==> src/rtl/spi_slave_sync_if.sv <==
// Bus bundle for spi_slave_sync: the master's serial lines plus the host-side
// word/strobe signals.
interface spi_slave_sync_if #(
    parameter int M = 8
);
    logic         LOAD;
    logic         SCLK;
    logic         MOSI;
    logic         MISO;
    logic [M-1:0] tx_dat;
    logic [M-1:0] rx_dat;
    logic         rx_vld;
    logic         err;
    logic         tx_ld;
    logic         busy;

    modport slave (
        input  LOAD, SCLK, MOSI, tx_dat,
        output MISO, rx_dat, rx_vld, err, tx_ld, busy
    );

    modport master (
        output LOAD, SCLK, MOSI, tx_dat,
        input  MISO, rx_dat, rx_vld, err, tx_ld, busy
    );
endinterface

==> src/rtl/spi_slave_sync.sv <==
// SPI responder clocked by clk: oversamples LOAD/SCLK/MOSI, shifts tx word out
// MSB-first, assembles the received word and reports frame results as pulses.
//
// state  | meaning
// SYNC   | after reset; wait for LOAD high before accepting any frame
// IDLE   | LOAD high, waiting for LOAD fall
// ACTIVE | frame in progress, shifting on SCLK edges
module spi_slave_sync #(
    parameter int M = 8
) (
    input  logic             clk,
    input  logic             rst_n,
    spi_slave_sync_if.slave  bus
);
    localparam int CW = $clog2(M + 2);

    typedef enum logic [1:0] {SYNC, IDLE, ACTIVE} state_t;

    state_t state_q, state_d;

    logic load_s1_q, load_s2_q, load_h_q;
    logic sck_s1_q, sck_s2_q, sck_h_q;
    logic mosi_s1_q, mosi_s2_q, mosi_s3_q;
    logic ld_fall_q, ld_rise_q, sck_rise_q, sck_fall_q;
    logic armed_q;

    logic [M-1:0]  sr_tx_q, sr_tx_d;
    logic [M-1:0]  sr_rx_q, sr_rx_d;
    logic [M-1:0]  rx_dat_q, rx_dat_d;
    logic [CW-1:0] cnt_q, cnt_d;
    logic          rx_vld_q, rx_vld_d;
    logic          err_q, err_d;
    logic          tx_ld_q, tx_ld_d;

    // Edge flags are registered; MOSI gets a third stage to stay aligned with them.
    always_ff @(posedge clk or negedge rst_n) begin
        if (!rst_n) begin
            load_s1_q  <= 1'b1;
            load_s2_q  <= 1'b1;
            load_h_q   <= 1'b1;
            sck_s1_q   <= 1'b0;
            sck_s2_q   <= 1'b0;
            sck_h_q    <= 1'b0;
            mosi_s1_q  <= 1'b0;
            mosi_s2_q  <= 1'b0;
            mosi_s3_q  <= 1'b0;
            ld_fall_q  <= 1'b0;
            ld_rise_q  <= 1'b0;
            sck_rise_q <= 1'b0;
            sck_fall_q <= 1'b0;
            armed_q    <= 1'b0;
        end else begin
            load_s1_q  <= bus.LOAD;
            load_s2_q  <= load_s1_q;
            load_h_q   <= load_s2_q;
            sck_s1_q   <= bus.SCLK;
            sck_s2_q   <= sck_s1_q;
            sck_h_q    <= sck_s2_q;
            mosi_s1_q  <= bus.MOSI;
            mosi_s2_q  <= mosi_s1_q;
            mosi_s3_q  <= mosi_s2_q;
            ld_fall_q  <= load_h_q & ~load_s2_q;
            ld_rise_q  <= ~load_h_q & load_s2_q;
            sck_rise_q <= ~sck_h_q & sck_s2_q;
            sck_fall_q <= sck_h_q & ~sck_s2_q;
            armed_q    <= 1'b1;
        end
    end

    always_ff @(posedge clk or negedge rst_n) begin
        if (!rst_n) state_q <= SYNC;
        else        state_q <= state_d;
    end

    // Leaving SYNC needs one real pin sample in the chain, since it resets to 1.
    always_comb begin
        state_d = state_q;
        case (state_q)
            SYNC:    if (armed_q && load_s1_q && load_s2_q && load_h_q) state_d = IDLE;
            IDLE:    if (ld_fall_q) state_d = ACTIVE;
            ACTIVE:  if (ld_rise_q) state_d = IDLE;
            default: state_d = SYNC;
        endcase
    end

    always_comb begin
        sr_tx_d  = sr_tx_q;
        sr_rx_d  = sr_rx_q;
        cnt_d    = cnt_q;
        rx_dat_d = rx_dat_q;
        rx_vld_d = 1'b0;
        err_d    = 1'b0;
        tx_ld_d  = 1'b0;
        case (state_q)
            IDLE: begin
                if (ld_fall_q) begin
                    sr_tx_d = bus.tx_dat;
                    sr_rx_d = '0;
                    cnt_d   = '0;
                    tx_ld_d = 1'b1;
                end
            end
            ACTIVE: begin
                if (ld_rise_q) begin
                    if (cnt_q == CW'(M)) begin
                        rx_dat_d = sr_rx_q;
                        rx_vld_d = 1'b1;
                    end else begin
                        err_d = 1'b1;
                    end
                end else begin
                    if (sck_rise_q) begin
                        sr_rx_d = {sr_rx_q[M-2:0], mosi_s3_q};
                        if (cnt_q != CW'(M + 1)) cnt_d = cnt_q + CW'(1);
                    end
                    if (sck_fall_q) sr_tx_d = sr_tx_q << 1;
                end
            end
            default: ;
        endcase
    end

    always_ff @(posedge clk or negedge rst_n) begin
        if (!rst_n) begin
            sr_tx_q  <= '0;
            sr_rx_q  <= '0;
            cnt_q    <= '0;
            rx_dat_q <= '0;
            rx_vld_q <= 1'b0;
            err_q    <= 1'b0;
            tx_ld_q  <= 1'b0;
        end else begin
            sr_tx_q  <= sr_tx_d;
            sr_rx_q  <= sr_rx_d;
            cnt_q    <= cnt_d;
            rx_dat_q <= rx_dat_d;
            rx_vld_q <= rx_vld_d;
            err_q    <= err_d;
            tx_ld_q  <= tx_ld_d;
        end
    end

    always_comb begin
        bus.MISO   = (state_q == ACTIVE) ? sr_tx_q[M-1] : 1'b0;
        bus.busy   = (state_q == ACTIVE);
        bus.rx_dat = rx_dat_q;
        bus.rx_vld = rx_vld_q;
        bus.err    = err_q;
        bus.tx_ld  = tx_ld_q;
    end
endmodule

==> src/flat_wrapper.sv <==
// flat-port wrapper written by rule: the top's interface ports become plain ports
module spi_slave_sync_flat 
#(
    parameter int M = 8
)
  (clk, rst_n, bus_LOAD, bus_SCLK, bus_MOSI, bus_tx_dat, bus_MISO, bus_rx_dat, bus_rx_vld, bus_err, bus_tx_ld, bus_busy);
  spi_slave_sync_if #(.M(M)) bus_i ();
  input  logic clk;
  input  logic rst_n;
  input wire logic [$bits(bus_i.LOAD)-1:0] bus_LOAD;
  input wire logic [$bits(bus_i.SCLK)-1:0] bus_SCLK;
  input wire logic [$bits(bus_i.MOSI)-1:0] bus_MOSI;
  input wire logic [$bits(bus_i.tx_dat)-1:0] bus_tx_dat;
  output wire logic [$bits(bus_i.MISO)-1:0] bus_MISO;
  output wire logic [$bits(bus_i.rx_dat)-1:0] bus_rx_dat;
  output wire logic [$bits(bus_i.rx_vld)-1:0] bus_rx_vld;
  output wire logic [$bits(bus_i.err)-1:0] bus_err;
  output wire logic [$bits(bus_i.tx_ld)-1:0] bus_tx_ld;
  output wire logic [$bits(bus_i.busy)-1:0] bus_busy;
  assign bus_i.LOAD = bus_LOAD;
  assign bus_i.SCLK = bus_SCLK;
  assign bus_i.MOSI = bus_MOSI;
  assign bus_i.tx_dat = bus_tx_dat;
  assign bus_MISO = bus_i.MISO;
  assign bus_rx_dat = bus_i.rx_dat;
  assign bus_rx_vld = bus_i.rx_vld;
  assign bus_err = bus_i.err;
  assign bus_tx_ld = bus_i.tx_ld;
  assign bus_busy = bus_i.busy;
  spi_slave_sync #(.M(M)) u_core (.clk(clk), .rst_n(rst_n), .bus(bus_i));
endmodule
==> config.mk <==
export PLATFORM = sky130hd
export DESIGN_NAME = spi_slave_sync_flat
export DESIGN_NICKNAME = d
export VERILOG_FILES = /design/src/rtl/spi_slave_sync_if.sv /design/src/rtl/spi_slave_sync.sv /design/src/flat_wrapper.sv
export SDC_FILE = /design/constraint.sdc
export NUM_CORES = 1
export LEC_CHECK = 0
export CAP_MARGIN = 20
export CORE_MARGIN = 2
export CORE_UTILIZATION = 30
export DETAILED_ROUTE_END_ITERATION = 16
export GPL_ROUTABILITY_DRIVEN = 0
export HOLD_SLACK_MARGIN = 0.1
export PLACE_DENSITY_LB_ADDON = 0.2
export SYNTH_ARGS = -nofsm -noshare
export SYNTH_HDL_FRONTEND = slang
export SYNTH_SLANG_ARGS = --single-unit
==> constraint.sdc <==
create_clock -name clk -period 1.8 [get_ports clk]
set_clock_uncertainty 0.2 [all_clocks]
set_input_delay 0.54 -clock clk [delete_from_list [all_inputs] [get_ports clk]]
set_output_delay 0.54 -clock clk [all_outputs]
set_load 0.01 [all_outputs]
==> results.md <==
* Run status: finished with violations
* Failing checks: negative setup slack
* First-pass DRT Iterations at 6
* CTS tree: yes
* Post-DRT Antenna Nets at 0
* Fin nets at roughly 230
* CTS Buf Count at 5
* Die W at 85.9 um
* HPWL Detailed at 2.59 mm
* Synth Net Count at 173
* Die area at 7380 um2
* Dominant cells by area after synthesis: dfrtp_1, mux2_2, ha_1
* Post-Synthesis Cells at 152
* Drt wl/cell at 12.9 um
* Worst hold margin at between 0.15 and 0.2 ns
* Rows at 29
* Clock Tree Root: clkbuf_8
* Initial Util at between 30 and 40%
* Final Setup Violations at 20
* Die Y-Extent at ~86 um
* Worst skew pair latency at 0.30 ns
* Number of global-route vias before repair at approximately 1400
* Final worst slack at -0.113 ns
* Avg Synthesized Cell Area at 13.2 um2
* Final period util at 106%
* Crit path max fanout at 3
* Flop2flop setup slack at -0.11 ns
* CTS H-tree depth at 2
* I/O Buffers at 25
* Seq/Total Area, Yosys at around three fifths
* # IOs at 26
* Layout cells sized above 1 at 41.8%
* Endpoint type of the worst setup path: primary output
* Initial antenna violation count at 0
* Slew Limit Fails at 0
* Max Cap Viol at 0
* Gr ovfl total at 0
* CTS Sinks at 47
* Core area at 6420 um2
* DRT Wirelength at 3.74 mm
* HP Class: flop to flop
* Clock buffer depth at 2
* First-pass GRT wire length at 6.33 mm
* Commonest cells after routing, fill and taps aside: dfrtp_1, buf_4, mux2_2
* Leading area contributor after synthesis: dfrtp_1
* Maximum clock frequency at 0.523 GHz
* Total GRT Usage at 11.2%
* PwrDens at ~1400 nW/um2
* Leakage at 1.35 nW
* Commonest non-fill, non-tap cell in the layout: dfrtp_1
* Kind of critical path: flop to primary output
* Setup tns final at -1.34 ns
* Initial DRC count at 31
* RSZ-0062 raised after global routing: yes
* Startpoint Class: flop
* Final worst path period need at 1.91 ns
* Placement-stage cell area at 2470 um2
* Final hold vios at 0
* VDD IR max at approximately 0.57 mV
* Finished layout cell area at 2870 um2
* Flops & latches, synth at 47
* Vias after detailed routing at 1294
* Synth cell types at 30
* Largest net degree at the start of global routing at 28
* CP arrival at 1.17 ns
* Yosys warnings at 0
* Number of remaining DRC errors at 0
* Layout area overhead at 42.8%
* DR vias/cell at ~4.5
* Antenna cell count at 0
* Clk pin slew, worst setup/hold paths at 0.08 ns
* Layout Utilization at 44.7%
* Yosys top cell area share at 54.7%
* Worst Path Required at 1.06 ns
* Post-Syn Area at 2010 um2
repair_timing:
item / in CTS / in global routing
pin swaps: 7 / 7
setup buffers: 8 / 6
resized for setup: 45 / 20
hold buffers: 1 / 0
endpoints found under the setup margin: 42 / 33
hold endpoints to repair: 44 / 0
synthesized netlist by cell type, drive strengths merged:
| cell | count |
|---|---|
| o31ai | 1 |
| nand2b | 3 |
| a41o | 1 |
| nand4b | 1 |
| nor2b | 7 |
| a21boi | 1 |
| nand2 | 13 |
| mux2i | 10 |
| inv | 14 |
| dfstp | 3 |
| and2 | 2 |
| a221o | 1 |
| a221oi | 1 |
| mux2 | 24 |
| clkbuf | 1 |
| nand3 | 1 |
| nor3b | 1 |
| and3 | 2 |
| o2111a | 1 |
| nor2 | 2 |
| o32a | 1 |
| nand4 | 2 |
| nand3b | 1 |
| dfrtp | 44 |
| ha | 8 |
| buf | 4 |
| conb | 1 |
| or2b | 1 |
worst max-delay path: stages, from the launching register on:
cell     delay, ns
dfrtp_1       0.39
inv_2         0.08
buf_6         0.12
ha_4          0.17
buf_6         0.11
flip-flops by register name, summed over array words and instances (netlist names), 2 cells and up:
signal             count
u_core.bus.rx_dat      8
u_core.sr_rx_q         8
u_core.sr_tx_q         8
u_core.cnt_q           4
u_core.state_q         2
layer usage:
metal / part of all wire, % / vias to the layer above / track usage, % / wire length [um]
met4: 1.6 / 0 / 4.33 / 59
met2: 53 / 23 / 19.5 / 1960
li1: - / 625 / - / -
met5: 0 / - / 0 / 0
met3: 4.0 / 6 / 3.56 / 149
met1: 42 / 640 / 12.8 / 1570
cell type report:
type	instances	area, um2
Fill cell	587	3550
Sequential cell	47	1180
Inverter	14	55.1
Tap cell	77	96.3
Clock buffer	8	100
Timing Repair Buffer	58	544
Multi-Input combinational cell	86	898
power breakdown:
part	switching, mW	internal, mW	total [mW]	leakage [nW]
Clock	0.337	0.351	0.687	0.0515
Sequential	0.103	1.24	1.34	0.604
Combinational	0.772	1.22	1.99	0.697
Total	1.21	2.81	4.02	1.35
path summary, 6_finish.rpt:
path	from	to	cells after the start
max in group asynchronous	rst_n	u_core.sr_tx_q[6]	3
min in group asynchronous	rst_n	u_core.state_q[1]	3
max	u_core.state_q[0]	bus_busy	4
min reg2reg	u_core.sck_s1_q	u_core.sck_s2_q	0
min	u_core.sck_s1_q	u_core.sck_s2_q	0
max reg2reg	u_core.state_q[1]	u_core.sr_tx_q[0]	7
per-stage QoR:
stage,total power [mW],cells,setup slack (ns)
2_1_floorplan,2.24,152,-0.0248
3_3_place_gp,2.70,267,-0.221
3_5_place_dp,2.75,267,-0.222
4_1_cts,3.76,284,-0.142
5_1_grt,4.28,290,-0.174
6_report,4.02,290,-0.113
kinds of logic after synthesis:
kind of cell | after synthesis | synth area share [%]
DFF | 47 | 58.6
AOI/OAI and AO/OA | 7 | 3.23
muxes | 34 | 18.4
and+or+nand+nor | 36 | 9.70
adders and majority gates | 8 | 4.98
buffers and inverters | 19 | 4.85
other | 1 | 0.186
No activity file was read; power rests on OpenSTA's default activity.
